[src/rtl/deser_pkg.sv]
`default_nettype none
// ============================================================================
// Module      : deser_pkg
// Description : Shared types and limits for the serial word deserializer.
// Revision    : 1.0 - initial release
// ============================================================================
package deser_pkg;

    // Widest word the deserializer may be built for.
    localparam int DESER_MAX_N = 32;

    // Frame-assembly states.
    typedef enum logic [1:0] {
        IDLE  = 2'd0,
        SHIFT = 2'd1,
        LOAD  = 2'd2
    } deser_state_t;

endpackage
`default_nettype wire

[src/rtl/shift_reg_in.sv]
`default_nettype none
// ============================================================================
// Module      : shift_reg_in
// Description : N-bit serial-in shift register with synchronous clear.
//               Exposes its next-state value so the owner can capture the
//               completed word on the same edge as the final bit.
// Revision    : 1.0 - initial release
// ============================================================================
module shift_reg_in #(
    parameter int N         = 4,
    parameter int MSB_FIRST = 1
) (
    input  logic         clk,
    input  logic         reset,
    input  logic         shift_en,
    input  logic         clear,
    input  logic         bit_in,
    output logic [N-1:0] q_next
);

    logic [N-1:0] r_q;
    logic [N-1:0] w_shifted;

    // Shifted value; with clear set, the old contents are replaced by zeros
    // so the incoming bit becomes the first bit of a fresh word.
    if (N == 1) begin : g_single
        assign w_shifted = bit_in;
    end else if (MSB_FIRST != 0) begin : g_msb
        logic [N-1:0] w_base;
        assign w_base    = clear ? '0 : r_q;
        assign w_shifted = {w_base[N-2:0], bit_in};
    end else begin : g_lsb
        logic [N-1:0] w_base;
        assign w_base    = clear ? '0 : r_q;
        assign w_shifted = {bit_in, w_base[N-1:1]};
    end

    // Select the register's next contents: shift, clear or hold.
    always_comb begin
        q_next = r_q;
        if (shift_en) begin
            q_next = w_shifted;
        end else if (clear) begin
            q_next = '0;
        end
    end

    // Shift register storage.
    always_ff @(posedge clk) begin
        if (reset) begin
            r_q <= '0;
        end else begin
            r_q <= q_next;
        end
    end

endmodule
`default_nettype wire

[src/rtl/serial_word_deserializer.sv]
`default_nettype none
// ============================================================================
// Module      : serial_word_deserializer
// Description : Assembles a framed serial bit stream into N-bit words and
//               presents each completed word with a one-cycle load pulse.
//               Resyncs on a new start marker; flags bits dropped in LOAD.
// Revision    : 1.0 - initial release
// ============================================================================
module serial_word_deserializer
    import deser_pkg::*;
#(
    parameter int N         = 4,
    parameter int MSB_FIRST = 1
) (
    input  logic         clk,
    input  logic         reset,
    input  logic         sin_valid,
    input  logic         sin_bit,
    input  logic         sin_start,
    output logic [N-1:0] dout,
    output logic         load,
    output logic         busy,
    output logic         overrun
);

    localparam int             CW  = $clog2(N + 1);
    localparam logic [CW-1:0]  c_N = CW'(N);

    if (N < 1 || N > DESER_MAX_N) begin : g_bad_n
        $error("serial_word_deserializer: N out of range");
    end

    deser_state_t  r_state;
    deser_state_t  w_next_state;
    logic [CW-1:0] r_cnt;
    logic [CW-1:0] w_cnt_next;
    logic [CW-1:0] w_cnt_inc;
    logic          w_shift;
    logic          w_clear;
    logic          w_drop;
    logic [N-1:0]  w_word_next;
    logic [N-1:0]  r_dout;
    logic          r_overrun;

    assign w_cnt_inc = r_cnt + 1'b1;

    shift_reg_in #(
        .N         (N),
        .MSB_FIRST (MSB_FIRST)
    ) u_shift_reg_in (
        .clk      (clk),
        .reset    (reset),
        .shift_en (w_shift),
        .clear    (w_clear),
        .bit_in   (sin_bit),
        .q_next   (w_word_next)
    );

    // Next-state, counter and datapath-control decode.
    always_comb begin
        w_next_state = r_state;
        w_cnt_next   = r_cnt;
        w_shift      = 1'b0;
        w_clear      = 1'b0;
        w_drop       = 1'b0;
        case (r_state)
            IDLE: begin
                // Only a start-marked bit opens a frame; others are ignored.
                if (sin_valid && sin_start) begin
                    w_shift      = 1'b1;
                    w_clear      = 1'b1;
                    w_cnt_next   = CW'(1);
                    w_next_state = (N == 1) ? LOAD : SHIFT;
                end
            end
            SHIFT: begin
                if (sin_valid) begin
                    w_shift = 1'b1;
                    if (sin_start) begin
                        // Resync: drop the partial word, this bit is bit 1.
                        w_clear      = 1'b1;
                        w_cnt_next   = CW'(1);
                        w_next_state = (N == 1) ? LOAD : SHIFT;
                    end else begin
                        w_cnt_next = w_cnt_inc;
                        if (w_cnt_inc == c_N) begin
                            w_next_state = LOAD;
                        end
                    end
                end
            end
            LOAD: begin
                // Any bit offered while presenting the word is lost.
                w_next_state = IDLE;
                w_cnt_next   = '0;
                w_drop       = sin_valid;
            end
            default: begin
                w_next_state = IDLE;
                w_cnt_next   = '0;
            end
        endcase
    end

    // State, counter, output word and sticky overrun registers.
    always_ff @(posedge clk) begin
        if (reset) begin
            r_state   <= IDLE;
            r_cnt     <= '0;
            r_dout    <= '0;
            r_overrun <= 1'b0;
        end else begin
            r_state <= w_next_state;
            r_cnt   <= w_cnt_next;
            // Capture the completed word on the edge that enters LOAD.
            if (w_next_state == LOAD) begin
                r_dout <= w_word_next;
            end
            if (w_drop) begin
                r_overrun <= 1'b1;
            end
        end
    end

    assign dout    = r_dout;
    assign load    = (r_state == LOAD);
    assign busy    = (r_state != IDLE);
    assign overrun = r_overrun;

endmodule
`default_nettype wire

[config.mk]
export PLATFORM = sky130hd
export DESIGN_NAME = serial_word_deserializer
export DESIGN_NICKNAME = d
export VERILOG_FILES = /design/src/rtl/deser_pkg.sv /design/src/rtl/shift_reg_in.sv /design/src/rtl/serial_word_deserializer.sv
export SDC_FILE = /design/constraint.sdc
export NUM_CORES = 1
export LEC_CHECK = 0
export BUFFER_PORTS_ARGS = -buffer_cell sky130_fd_sc_hd__buf_2
export CORE_AREA = 2 2 42 44
export CTS_CLUSTER_DIAMETER = 200
export DETAILED_ROUTE_END_ITERATION = 16
export DIE_AREA = 0 0 44 46
export PLACE_DENSITY = 0.76
export SLEW_MARGIN = 20
export SYNTH_ARGS = -nofsm -noshare
export SYNTH_HDL_FRONTEND = slang
export SYNTH_HIERARCHICAL = 1
export SYNTH_SLANG_ARGS = --single-unit
[constraint.sdc]
create_clock -name clk -period 1.24 [get_ports clk]
set_input_delay 0.248 -clock clk [delete_from_list [all_inputs] [get_ports clk]]
set_output_delay 0.248 -clock clk [all_outputs]
set_load 0.02 [all_outputs]
* Word-level counts from Yosys, hierarchy flattened
Index checks and enable logic that the tools add are counted.
** Operators by class
- Eq/ne operators :: 6
- Reduce and logical (&&, ||, !) cells :: 4
- Mux-type cells :: 18
- Add/sub/neg operators :: 1
** Operators by type and width (number)
- 2-to-1 mux 3 bit :: 3
- 2-to-1 mux 2 bit :: 4
- 2-to-1 mux 4 bit :: 2
- case mux 3 bit (2 select lines) :: 1
- 2-to-1 mux 1 bit :: 5
- equality test 2 bit, second input constant :: 2
- != test 2 bit, second input constant :: 2
- case mux 1 bit (2 select lines) :: 2
- case mux 2 bit (2 select lines) :: 1
- adder 3 x 1 -> 3 bit, second input constant :: 1
- equality test 3 bit, second input constant :: 1
- equality test 2 x 1 -> 1 bit, second input constant :: 1
- logical NOT 2 bit :: 1
- AND reduction 2 bit :: 1
- nonzero test 2 bit :: 1
- logical AND 1 bit :: 1
** Storage, ports and cells
- Bits of input ports :: 5
- Output and inout bits :: 7
- Register bits :: 14
- Logic and storage cells :: 34

* Longest topological paths before layout
Gate-level depths: netlist of run 1.
- Word-level depth :: 7
- Mapped depth :: 7
- Depth with buffers taken out :: 6

* By module
The synthesis of run 1 kept the hierarchy.
** Modules (own cells, without submodules)
- serial_word_deserializer :: instances 1, cells an instance 53, area an instance 500.5 µm², seq. area each 200.2 µm²
- shift_reg_in :: instances 1, cells an instance 18, area an instance 166.4 µm², seq. area each 80.1 µm²

* Worst setup path after synthesis of run 1
No wires, ideal clock.
- Kind :: flip-flop to flip-flop
- From :: register r_state[1]
- To :: register r_dout[0], in the netlist dout[0]
- Slack :: -0.105 ns
- Arrival :: 1.273 ns
- Stages on the path, launching flop included :: 7
- Library setup time :: 0.072 ns
- Clock period less this slack :: 1.345 ns
- Path buffers :: 0
- Required time :: 1.168 ns
- Path through :: dfxtp_1 > nand3b_1 > inv_1 > or3b_1 > nand2_1 > nand2b_1 > mux2i_1
** On the way
- Elaborated cells between the ends (all ways) :: 12
- Those cells by class :: eq/ne: 2; mux: 9; reduce/logical: 1
** RTL lines
- from (decl) :: RTL line serial_word_deserializer.sv:33 : deser_state_t r_state;
- from (signal assigned) :: RTL line serial_word_deserializer.sv:113 : r_state <= w_next_state;
- equality test 2 x 1 -> 1 bit / logical NOT 2 bit (equally long branches) :: RTL line serial_word_deserializer.sv:66 : case (r_state)
- case mux 1 bit (2 select lines) * :: RTL line serial_word_deserializer.sv:66
- net w_clear :: RTL line serial_word_deserializer.sv:39 : logic w_clear;
- 2-to-1 mux 4 bit * :: RTL line shift_reg_in.sv:43 : end else if (clear) begin
- 2-to-1 mux 4 bit * :: RTL line shift_reg_in.sv:41 : if (shift_en) begin
- net w_word_next[0] :: RTL line serial_word_deserializer.sv:41 : logic [N-1:0] w_word_next;
- to (signal assigned) :: RTL line serial_word_deserializer.sv:117 : r_dout <= w_word_next;
- to (decl) :: RTL line serial_word_deserializer.sv:42 : logic [N-1:0] r_dout;
The timed path passes the listed nets; every way through them passes the cells marked *.
A chain may end at the register's enable or synchronous reset.

* Final worst setup path of run 1
- From :: register r_cnt[1]
- To :: register r_dout[0], in the netlist dout[0]
** On the way
- Word-level cells in the longest chain between the ends :: 7
** Ends and longest elaborated chain
- from (decl) :: RTL line serial_word_deserializer.sv:35 : logic [CW-1:0] r_cnt;
- from (signal assigned) :: RTL line serial_word_deserializer.sv:114 : r_cnt <= w_cnt_next;
- adder 3 x 1 -> 3 bit :: RTL line serial_word_deserializer.sv:45 : assign w_cnt_inc = r_cnt + 1'b1;
- equality test 3 bit :: RTL line serial_word_deserializer.sv:86 : if (w_cnt_inc == c_N) begin
- 2-to-1 mux 2 bit :: RTL line serial_word_deserializer.sv:86
- 2-to-1 mux 2 bit :: RTL line serial_word_deserializer.sv:79 : if (sin_start) begin
- 2-to-1 mux 2 bit :: RTL line serial_word_deserializer.sv:77 : if (sin_valid) begin
- case mux 2 bit (2 select lines) :: RTL line serial_word_deserializer.sv:66
- equality test 2 bit :: RTL line serial_word_deserializer.sv:116 : if (w_next_state == LOAD) begin
No other way between the ends.

==> run_results.csv, run 1 <==
group,metric,value,unit
setup_path,r2r_setup_slack,-0.1,ns
grt,grt_max_degree,19,
setup_path,worstPathRequired,1.44,ns
floorplan,io_pins,12,
detailed_routing,drc_errors,0,
clock_tree,postCtsHoldBufs,0,
cells_and_area,area_growth,55.2,%
setup_path,critPathTopFamily,"flip-flops",
detailed_routing,wl_per_cell,13.9,µm
power_and_ir_drop,vdd_ir_drop_max,0.000461,V
timing,setup_viol,11,
grt,grt_usage,15.7,%
floorplan,rows,15,
logic_synthesis,seq_area_frac_synth,42.0,%
hold_path,holdPathStages,3,
hold_path,min_to,"u_shift_reg_in/r_q[0]",
timing,worst_pin_slew,0.307,ns
power_and_ir_drop,leakage,0.000439,µW
logic_synthesis,synth.area.top_cells,"dfxtp_1 42%, mux2i_1 11%, nand2b_1 7.5%",
clock_tree,htree_num_levels,1,
detailed_routing,drtIter0Drc,9,
placement,io_buffer_count,11,
placement,dp_hpwl,956,µm
grt,antenna_found_initial,0,
logic_synthesis,postSynthAreaPerCell,9.39,µm²
clock_tree,cts_buffer_depth,2,
timing,final-max-slew-violation-count,0,
hold_path,hp-start,"sin_bit",
timing,max_freq,0.747,GHz
job,max-cap-violations,0,
setup_path,crit_fanout,5,
placement,routabilityCongestion,0.732,
logic_synthesis,yosysWarnings,6,
floorplan,start_util,41.3,%
setup_path,reg2reg_from,"r_cnt[1]",
setup_path,path_class,"reg2reg",
placement,preCtsSetupSlack,-0.144,ns
logic_synthesis,ys_top_cells_by_count,"14 x dfxtp_1, 8 x nand2b_1, 7 x mux2i_1, 5 x nor2_1, 5 x nor3_1",
clock_tree,cts_tree,"built",
clock_tree,cts_root_buf,"clkbuf_4",
timing,hold_violations,0,
logic_synthesis,synth_nets,78,
floorplan,die_w,44,µm
logic_synthesis,netlist.top_cell.by_area,"dfxtp_1",
logic_synthesis,ys_ff_latch,14,
hold_path,hold_path_class,"in2reg",
setup_path,max_stage_delay,0.37,ns
timing,max-slew-margin-rel,79.6,%
timing,setup_tns,-0.640,ns
timing,fin_ws,-0.0995,ns
grt,grt-ovfl-total,0,
timing,period_share,108,%
logic_synthesis,synth-edff-count,0,
detailed_routing,viasPerCell,5.27,
detailed_routing,routed_wl,1.66,mm
clock_tree,clk_latency,0.27,ns
detailed_routing,vias,632,
setup_path,cp_num_buf_inv,1,
floorplan,die_area,2020,µm²
run_status,status,"finished with violations",
logic_synthesis,yosysUniqueCellTypes,26,
logic_synthesis,synthFlopType,"dfxtp_1",
grt,grt_pass1_wl,2.28,mm
detailed_routing,ant_nets,0,
cells_and_area,drive_gt1_share,53.4,%
power_and_ir_drop,cellPowerDensity,811,nW/µm²
setup_path,r2r_cells,5,
setup_path,end_kind,"register",
clock_tree,clock-sinks,14,
timing,fin_skew,0.000546,ns
logic_synthesis,async_flop_share,0,%
setup_path,rr_endpoint,"dout[0]",
cells_and_area,nFillCells,124,
floorplan,core,1610,µm²
floorplan,die_y,46,µm
logic_synthesis,postSynthCellCount,71,
cells_and_area,diodes,0,
logic_synthesis,synth_top_area_share,42.0,%
setup_path,worstSetupStartpointType,"register",
grt,grt_pass1_vias,534,
setup_path,cp_slowest_cell,"dfxtp_4",
logic_synthesis,synth_area,667,µm²
clock_tree,numCtsBuffers,3,
timing,rsz0062_at_grt,"true",
setup_path,worstPathCellList,"ha_4, xnor2_4, and4bb_1, buf_6, mux2i_1",
detailed_routing,firstDrtPassIters,4,
clock_tree,clk_pin_slew_worst_paths,0.08,ns
cells_and_area,fin_nets,112,
run_status,violations,"setup timing",
setup_path,critPathArrivalTime,1.54,ns
logic_synthesis,yosysMostFrequentCell,"dfxtp_1",
timing,finalCriticalPeriod,1.34,ns
how the worst max path moves through the flow:
stage	cells after the start	from	slack [ns]	to
global route	6	r_state[1]	-0.17	dout[0]
detailed placement	8	sin_valid	-0.14	dout[1]
floorplan	6	r_state[1]	-0.02	dout[0]
global placement	8	sin_valid	-0.11	dout[0]
CTS	3	r_state[0]	-0.1	busy
finish	5	r_cnt[1]	-0.1	dout[0]
cells in the final DEF (no fill, tap or decap), drive strengths merged:
master,synthesis,layout
clkbuf,2,3
or3b,1,1
mux2i,7,7
nor2,5,5
a211oi,1,1
a21oi,4,4
dfxtp,14,14
o21ai,3,3
a2111oi,1,1
or2,1,1
nor3,5,5
buf,1,32
xnor2,1,1
inv,2,2
a22oi,1,1
nand3b,2,2
ha,2,2
nor2b,3,3
and4bb,1,1
and3b,1,1
and2b,1,1
nand2b,8,8
nand2,4,4
cells by family after synthesis:
family	count (synthesis)	share of synthesized area (%)
buffers and inverters	5	4.13
AO/OA/AOI/OAI	10	10.3
flip-flops	14	42.0
AND/OR/NAND/NOR	32	28.0
multiplexers	7	10.5
adder cells (fa/ha/maj)	2	3.75
XOR/XNOR	1	1.31
registers in the layout (all words and copies together), names as in the netlist:
name,flops
dout,4
u_shift_reg_in/r_q,4
r_cnt,3
r_state,2
overrun,1
power breakdown:
group | switching (µW) | leakage, µW | total, µW | internal, µW
logic | 63.9 | 0.000310 | 133 | 69.0
clock network | 134 | 0.0000138 | 247 | 112
registers | 6.56 | 0.000116 | 460 | 453
worst reg2reg max path: stages, from the launching register on:
cell and delay [ns]:
dfxtp_4 0.37, ha_4 0.18, xnor2_4 0.12, and4bb_1 0.27
buf_6 0.13, mux2i_1 0.20
layout make-up:
cell class	instances	area, µm²	share of cell area [%]
Clock buffer	3	22.5	2.18
Sequential cell	14	290	28.1
Inverter	2	7.51	0.726
Timing Repair Buffer	32	244	23.6
Tap cell	17	21.3	2.06
Multi-Input combinational cell	52	449	43.4
stage by stage:
step | total power [µW] | hold WS, ns | instance area, µm² | util, % | cells
floorplan | 524 | 0.310 | 676 | - | 71
global placement | 562 | 0.443 | 822 | 50.9 | 108
detailed placement | 564 | 0.459 | 822 | 50.9 | 108
CTS | 826 | 0.263 | 938 | 58.1 | 115
global route | 873 | 0.306 | 1030 | 64.1 | 120
finish | 839 | 0.301 | 1030 | 64.1 | 120
what timing repair did:
item                                    4_1_cts  5_1_grt
pin swaps                                     3        6
endpoints found under the setup margin       10       12
buffers inserted                              4        5
resized for setup                            15       14
per-layer routing:
metal	vias up	wire length, µm	track usage [%]
met1	299	693	17.2
met5	-	0	0
met3	5	63	2.38
met2	14	867	29.4
met4	0	38	7.27
li1	314	-	-
Power figures use the tool's default switching activity.
==> run 2, diff against run 1 <==
--- a/config.mk
+++ b/config.mk
@@ -16,3 +16,4 @@
 export SYNTH_HDL_FRONTEND = slang
 export SYNTH_HIERARCHICAL = 1
 export SYNTH_SLANG_ARGS = --single-unit
+export TNS_END_PERCENT = 20
==> run 2 against run 1 <==
  * The run still ends with setup timing left
  * Final area is 12% lower
  * Sequential power hardly changed
  * Register-to-register slack better by 0.05 ns
  * Largest cell class unchanged
  * Critical path type is now reg2out
  * Power decreased by 3.9%
  * Non-clock buffer count is 8 lower
  * Largest power group unchanged
==> run_results.csv, run 2 (synthesis gave the netlist of run 1 again) <==
group,metric,value,unit
run_status,status,"finished with violations",
run_status,violations,"setup timing",
setup_path,crit_fanout,6,
setup_path,critPathArrivalTime,1.07,ns
setup_path,worstSetupStartpointType,"register",
timing,max-slew-margin-rel,81.3,%
cells_and_area,final_common_cell,"buf_4",
placement,io_buffer_count,11,
detailed_routing,ant_nets,0,
timing,setup_viol,6,
grt,grt-ovfl-total,0,
timing,final-max-slew-violation-count,0,
power_and_ir_drop,swShare,23.1,%
setup_path,max_stage_delay,0.33,ns
clock_tree,cts_root_buf,"clkbuf_4",
clock_tree,clk_pin_slew_worst_paths,0.08,ns
floorplan,die_y,46,µm
floorplan,io_pins,12,
cells_and_area,regArea,288,µm²
timing,setup_tns,-0.259,ns
grt,grt_pass1_wl,2.01,mm
setup_path,path_class,"reg2out",
clock_tree,cts_tree,"built",
grt,grt_usage,13.6,%
detailed_routing,vias,555,
power_and_ir_drop,leakage,0.000390,µW
floorplan,die_w,44,µm
placement,routabilityCongestion,0.732,
timing,finalCriticalPeriod,1.31,ns
setup_path,cp_num_cells,3,
detailed_routing,firstDrtPassIters,3,
cells_and_area,layoutNonFillerInstCount,112,
setup_path,end_kind,"primary output",
setup_path,setup.worst_path.start,"r_state[0]",
hold_path,hp-start,"sin_bit",
placement,place_inst,108,
clock_tree,clk_latency,0.27,ns
cells_and_area,diodes,0,
power_and_ir_drop,combPwrFrac,12.8,%
setup_path,worstPathCellList,"buf_6, or2_1, buf_6",
power_and_ir_drop,finalPower,807,µW
timing,period_share,106,%
detailed_routing,drtIter0Drc,3,
cells_and_area,layout_common_cells,"11 x buf_4, 10 x dfxtp_1, 9 x buf_2, 8 x nand2b_1, 7 x mux2i_1",
clock_tree,numCtsBuffers,3,
detailed_routing,viasPerCell,4.96,
clock_tree,clock-sinks,14,
floorplan,core,1610,µm²
power_and_ir_drop,cellInternalPower,621,µW
floorplan,die_area,2020,µm²
setup_path,cp_num_buf_inv,2,
power_and_ir_drop,clkPwrFrac,30.0,%
setup_path,r2r_setup_slack,-0.05,ns
timing,fin_skew,0.00111,ns
detailed_routing,routed_wl,1.27,mm
detailed_routing,wl_per_cell,11.3,µm
power_and_ir_drop,seqPwrFrac,57.2,%
clock_tree,htree_num_levels,1,
setup_path,cp_slowest_cell,"dfxtp_2",
hold_path,hold_path_class,"in2reg",
timing,fin_ws,-0.0749,ns
cells_and_area,drive_gt1_share,42.1,%
power_and_ir_drop,power.switching,186,µW
setup_path,cp-endpoint,"busy",
floorplan,rows,15,
setup_path,r2r_cells,5,
timing,max_freq,0.761,GHz
grt,grt_pass1_vias,499,
timing,rsz0062_at_grt,"true",
setup_path,rr_endpoint,"dout[2]",
job,max-cap-violations,0,
floorplan,start_util,41.3,%
setup_path,critPathTopFamily,"flip-flops",
cells_and_area,multiInputGateArea,397,µm²
power_and_ir_drop,cellPowerDensity,889,nW/µm²
timing,worst_pin_slew,0.281,ns
cells_and_area,nFillCells,142,
cells_and_area,fin_nets,104,
grt,antenna_found_initial,0,
setup_path,reg2reg_from,"r_cnt[1]",
cells_and_area,area_growth,36.2,%
power_and_ir_drop,vdd_ir_drop_max,0.000438,V
placement,preCtsSetupSlack,-0.144,ns
setup_path,cpMostUsedCell,"buf_6",
placement,dp_hpwl,956,µm
detailed_routing,drc_errors,0,
timing,hold_violations,0,
grt,grt_max_degree,19,
setup_path,worstPathRequired,0.99,ns
clock_tree,cts_buffer_depth,2,
run 2: worst min-delay path by stage:
stage               slack (ns)  cells after the start                    end
detailed placement        0.46                      2                overrun
CTS                       0.28                      3  u_shift_reg_in/r_q[0]
global route              0.31                      3  u_shift_reg_in/r_q[0]
finish                    0.29                      3  u_shift_reg_in/r_q[0]
floorplan                 0.31                      1  u_shift_reg_in/r_q[0]
global placement          0.44                      2                overrun
run 2: repair_timing:
action                                  in CTS  in global routing
cloned                                       0                  0
setup buffers                                0                  1
gates resized for setup                     11                  3
pin swaps                                    3                  1
endpoints found under the setup margin      10                 10
hold buffers                                 0                  0
run 2: through the flow:
step / utilization [%] / hold slack (ns) / cell area [µm²]
after detailed placement: 50.9 / 0.459 / 822
after floorplan: - / 0.310 / 676
after global placement: 50.9 / 0.443 / 822
after CTS: 55.1 / 0.281 / 890
final: 56.3 / 0.288 / 908
after global routing: 56.3 / 0.310 / 908
run 2: routing by layer:
metal | vias to the layer above | global-route usage [%] | part of all wire (%)
met5 | - | 0 | 0
met4 | 0 | 7.27 | 1.3
met3 | 2 | 2.38 | 2.0
met2 | 6 | 25.0 | 50
met1 | 252 | 14.8 | 46
li1 | 295 | - | -
run 2: cell type report:
class	instances	share of cell area, %
clock buffers	3	2.48
multi-input cells	52	43.7
repair buffers	24	19.0
well taps	17	2.34
inverters	2	0.826
flip-flops and latches	14	31.7
run 2: worst min-delay path: cells and delay by family:
| family | cells | cell delay [ns] |
|---|---|---|
| buffers and inverters | 1 | 0.10 |
| and+or+nand+nor | 1 | 0.10 |
| AOI/OAI and AO/OA | 1 | 0.06 |
run 2: power by group through the flow:
| stage | Clock (µW) | Combinational, µW | Sequential, µW |
|---|---|---|---|
| floorplan | 0 | 49.3 | 474 |
| global placement | 0 | 89.7 | 473 |
| detailed placement | 0 | 90.9 | 473 |
| CTS | 254 | 99.1 | 464 |
| global route | 269 | 113 | 462 |
| finish | 242 | 103 | 462 |
